==> src/rtl/addsub_accum.sv <==
// addsub_accum: command-driven accumulator wrapped around an external
// combinational AddSub unit. Commands arrive over valid/ready; ADD/SUB hold
// the AddSub operands stable for SETTLE_CYCLES cycles before the result,
// carry and overflow are captured. Overflow is also kept as a sticky flag
// that only CLEAR or reset removes.
module addsub_accum #(
  parameter int unsigned SETTLE_CYCLES = 1
) (
  input  logic       clk,
  input  logic       reset,
  input  logic       cmd_valid,
  output logic       cmd_ready,
  input  logic [1:0] cmd_op,
  input  logic [7:0] cmd_data,
  output logic [7:0] as_A,
  output logic [7:0] as_B,
  output logic       as_Ci,
  input  logic [7:0] as_SD,
  input  logic       as_Co,
  input  logic       as_Err,
  output logic [7:0] acc,
  output logic       res_valid,
  output logic       res_co,
  output logic       res_err,
  output logic       ovf_sticky
);

  typedef enum logic [1:0] {
    IDLE = 2'd0,
    EXEC = 2'd1,
    DONE = 2'd2
  } state_t;

  typedef enum logic [1:0] {
    OP_CLEAR = 2'd0,
    OP_LOAD  = 2'd1,
    OP_ADD   = 2'd2,
    OP_SUB   = 2'd3
  } op_t;

  localparam logic [3:0] CNT_INIT = 4'(SETTLE_CYCLES - 1);

  state_t     state;
  op_t        op_r;
  logic [7:0] opnd_r;
  logic [3:0] cnt;

  // Handshake and status decode straight from the state register. cmd_ready
  // is also masked by reset so it reads 0 while reset is held and 1 in the
  // very first cycle after release.
  assign cmd_ready = (state == IDLE) && !reset;
  assign res_valid = (state == DONE);
  assign as_A      = acc;
  assign as_B      = opnd_r;
  assign as_Ci     = (state == EXEC) && (op_r == OP_SUB);

  // Command FSM: accept, settle the AddSub inputs, capture, then report.
  always_ff @(posedge clk or posedge reset) begin
    if (reset) begin
      state      <= IDLE;
      op_r       <= OP_CLEAR;
      opnd_r     <= '0;
      cnt        <= '0;
      acc        <= '0;
      res_co     <= 1'b0;
      res_err    <= 1'b0;
      ovf_sticky <= 1'b0;
    end else begin
      case (state)
        IDLE: begin
          if (cmd_valid) begin
            op_r   <= op_t'(cmd_op);
            opnd_r <= cmd_data;
            case (op_t'(cmd_op))
              OP_CLEAR: begin
                acc        <= '0;
                res_co     <= 1'b0;
                res_err    <= 1'b0;
                ovf_sticky <= 1'b0;
                state      <= DONE;
              end
              OP_LOAD: begin
                acc     <= cmd_data;
                res_co  <= 1'b0;
                res_err <= 1'b0;
                state   <= DONE;
              end
              default: begin
                cnt   <= CNT_INIT;
                state <= EXEC;
              end
            endcase
          end
        end
        EXEC: begin
          if (cnt == '0) begin
            acc        <= as_SD;
            res_co     <= as_Co;
            res_err    <= as_Err;
            ovf_sticky <= ovf_sticky | as_Err;
            state      <= DONE;
          end else begin
            cnt <= cnt - 4'd1;
          end
        end
        DONE:    state <= IDLE;
        default: state <= IDLE;
      endcase
    end
  end

endmodule

==> config.mk <==
export PLATFORM = sky130hd
export DESIGN_NAME = addsub_accum
export DESIGN_NICKNAME = d
export VERILOG_FILES = /design/src/rtl/addsub_accum.sv
export SDC_FILE = /design/constraint.sdc
export NUM_CORES = 1
export LEC_CHECK = 0
export CAP_MARGIN = 20
export CORE_UTILIZATION = 44
export CTS_CLUSTER_SIZE = 8
export DETAILED_ROUTE_END_ITERATION = 7
export GPL_ROUTABILITY_DRIVEN = 0
export PLACE_DENSITY = 0.78
export SLEW_MARGIN = 5
export SYNTH_ARGS = -nofsm -noshare
export SYNTH_HDL_FRONTEND = slang
export SYNTH_SLANG_ARGS = --single-unit
==> constraint.sdc <==
create_clock -name clk -period 2.3 [get_ports clk]
set_input_delay 0.46 -clock clk [delete_from_list [all_inputs] [get_ports clk]]
set_output_delay 0.46 -clock clk [all_outputs]
set_load 0.1 [all_outputs]
==> metrics.log <==
[metrics] Die Footprint: between 0.003 and 0.004 mm^2
[metrics] most frequent cells in the layout: 33 x sky130_fd_sc_hd__buf_4, 27 x sky130_fd_sc_hd__dfrtp_1, 22 x sky130_fd_sc_hd__clkdlybuf4s50_1, 19 x sky130_fd_sc_hd__mux2_2, 8 x sky130_fd_sc_hd__and3b_1
[metrics] final count of negative-setup-slack endpoints: 0
[metrics] kind of start point of the critical path: flip-flop
[metrics] count of standard-cell rows: 20
[metrics] All-Layer GR Usage: between 10% and 20%
[metrics] flip-flop and latch count after synthesis: 27
[metrics] P&R area growth vs syn: 35.2%
[metrics] most common cell after layout, fill and taps aside: sky130_fd_sc_hd__buf_4
[metrics] number of DRC markers in iteration 0: 17
[metrics] number of nets with antenna violations after detailed routing: 0
[metrics] fin crit period: about 2.2 ns
[metrics] hold bufs inserted after CTS: 0
[metrics] Via density: slightly above 5
[metrics] vias after detailed routing: a little over 1k
[metrics] Core ar.: 0.00305 mm^2
[metrics] clock transition at the register clock pins on the worst setup and hold paths after CTS: 0.16 ns
[metrics] run status: completed
[metrics] post-cts gate resize count: 0
[metrics] post-synthesis instance area: between 0.001 and 0.0015 mm^2
[metrics] Sink Count: 27
[metrics] CTS buffer count: 3
[metrics] Initial Utilization: a little under half
[metrics] type of destination of the critical path: output port
[metrics] Final Slew Violations: 0
[metrics] worst-margin pin slew: 0.479 ns
[metrics] source-to-sink clock delay at the later pin of the worst-skew pair: about 0.34 ns
[metrics] Max Fclk: around 0.45 GHz
[metrics] HP Class: input port to asynchronous set/reset pin
[metrics] number of flops mapped to enable cells by yosys: 0
[metrics] n_diodes: 0
[metrics] Total Wirelength: 2.92 mm
[metrics] arrival time reported for the critical path endpoint: approximately 1.8 ns
[metrics] Syn Area/Cell: 12.6 um^2
[metrics] pin count of the biggest net entering global routing: 28
[metrics] final cell count without fillers: approximately 200
[metrics] async set-reset flop share out of synthesis: between 90% and 100%
[metrics] number of nets in the synthesized netlist: roughly 140
[metrics] max_cap viols: 0
[metrics] worst slack after detailed placement: about 0.085 ns
[metrics] horizontal die dimension: ~60 um
[metrics] number of antenna violations at the first check in global routing: 0
[metrics] Clk Tree Root Cell: sky130_fd_sc_hd__clkbuf_4
[metrics] worst setup slack after layout: around 0.089 ns
[metrics] number of iterations in the first detailed-routing pass: 4
[metrics] share of layout cells above drive strength 1: between 40% and 50%
[metrics] final total negative setup slack: 0 ns
[metrics] Crit Reg-Reg Startpoint: cnt[0]$_DFFE_PP0P_
[metrics] number of remaining DRC errors: 0
[metrics] io pins: 53
[metrics] instance count after placement with tap cells included: between 150 and 200
[metrics] Slew headroom: roughly two thirds
[metrics] residual overflow from global routing: 0
[metrics] number of post-CTS setup repair buffers: 0
[metrics] Die H: around 59 um
[metrics] post-layout utilization of the core: between 60% and 70%
[metrics] wire length per cell after detailed routing: approximately 14 um
[metrics] Worst Path Required: roughly 1.8 ns
[metrics] number of failing hold endpoints at the final stage: 0
[metrics] maximum buffer depth of the clock tree: 2
[metrics] share of the yosys chip area belonging to registers: about 48%
[metrics] hpwl dp: between 2 and 2.5 mm
[metrics] Worst Path Max Fanout: 10
[metrics] Synth warnings: 0
[metrics] Total Nets Final: about 190
[metrics] setup repair after global routing missed its margin: false
[metrics] H-tree depth: 1
[metrics] number of buffers added on ports: between 50 and 60
[metrics] cell count after synthesis: between 100 and 150
[metrics] number of global-route vias before repair: 1096
[metrics] count of cell types in the netlist: 30
[metrics] type of the setup path with the least slack: flip-flop to output port
[metrics] portion of the clock cycle consumed by the worst path in the final layout: a little over nine tenths
[metrics] global-route wire length before repair: 4.91 mm
[metrics] main flop type after synthesis: sky130_fd_sc_hd__dfrtp_1
[metrics] post-route clock skew: ~0.019 ns
[metrics] Critical Path Start: state[0]$_DFFE_PP0P_
[metrics] clock tree from TritonCTS: built
[metrics by stage]
step           hold WS, ns  area [um^2]
2_1_floorplan        0.471         1420
3_3_place_gp         0.486         1880
3_5_place_dp         0.487         1880
4_1_cts              0.517         1910
5_1_grt              0.536         1910
6_report             0.502         1910
[critical path: stages (launching register included)]
cell and delay (ns):
sky130_fd_sc_hd__dfrtp_1 0.55, sky130_fd_sc_hd__nor2b_1 0.39, sky130_fd_sc_hd__and3_1 0.28, sky130_fd_sc_hd__buf_12 0.19
[cells in the mapped netlist (2+ instances only)]
cell | number | area [um^2]
sky130_fd_sc_hd__buf_6 | 2 | 22.5
sky130_fd_sc_hd__nor3b_1 | 3 | 22.5
sky130_fd_sc_hd__nand3_1 | 3 | 15.0
sky130_fd_sc_hd__o21ai_0 | 3 | 15.0
sky130_fd_sc_hd__ha_1 | 2 | 25.0
sky130_fd_sc_hd__dfrtp_1 | 27 | 676
sky130_fd_sc_hd__a21oi_1 | 2 | 10.0
sky130_fd_sc_hd__nor2b_1 | 2 | 12.5
sky130_fd_sc_hd__nor3_1 | 2 | 10.0
sky130_fd_sc_hd__mux2_2 | 19 | 214
sky130_fd_sc_hd__and3b_1 | 8 | 70.1
sky130_fd_sc_hd__mux2_4 | 7 | 105
sky130_fd_sc_hd__buf_2 | 3 | 15.0
sky130_fd_sc_hd__buf_4 | 8 | 60.1
sky130_fd_sc_hd__inv_1 | 6 | 22.5
[cell families after synthesis]
family          count (synthesis)  share of synthesized area, %
simple gates                   25                          12.7
buf+inv                        20                          8.78
compound gates                 11                          5.50
mux                            27                          23.3
flops                          27                          47.9
fa+ha+maj                       2                          1.77
[area by class of cell]
| cell class | count | area (um^2) |
|---|---|---|
| Clock buffer | 3 | 22.5 |
| Inverter | 6 | 22.5 |
| Timing Repair Buffer | 57 | 508 |
| Tap cell | 44 | 55.1 |
| Multi-Input combinational cell | 65 | 616 |
| Fill cell | 261 | 1150 |
| Sequential cell | 27 | 676 |
| Clock inverter | 1 | 7.51 |
[per-layer routing]
metal | wire length [um] | up-vias | global-route usage [%]
met4 | 49 | 0 | 8.50
met3 | 118 | 4 | 4.40
met1 | 1240 | 505 | 23.1
met5 | 0 | - | 0
met2 | 1510 | 34 | 33.3
li1 | - | 480 | -
[path summary, 6_finish.rpt]
check	endpoint	slack [ns]	depth (start not counted)
min	res_err$_DFFE_PP0P_	0.50	3
max	as_Ci	0.09	3
min reg2reg	as_B[5]$_DFFE_PP0P_	0.52	1
min in group clk	as_B[5]$_DFFE_PP0P_	0.52	1
max in group asynchronous	acc[0]$_DFFE_PP0P_	1.53	3
max reg2reg	acc[2]$_DFFE_PP0P_	0.32	6
[state kept, by name (all words and copies together), names as in the netlist]
name	flops
cnt	4
op_r	2
as_B	8
res_err	1
res_co	1
acc	8
ovf_sticky	1
state	2
Power is left out: the tool's default activity adds up to more than one toggle a clock period on the data nets, which glitch-free logic cannot reach.
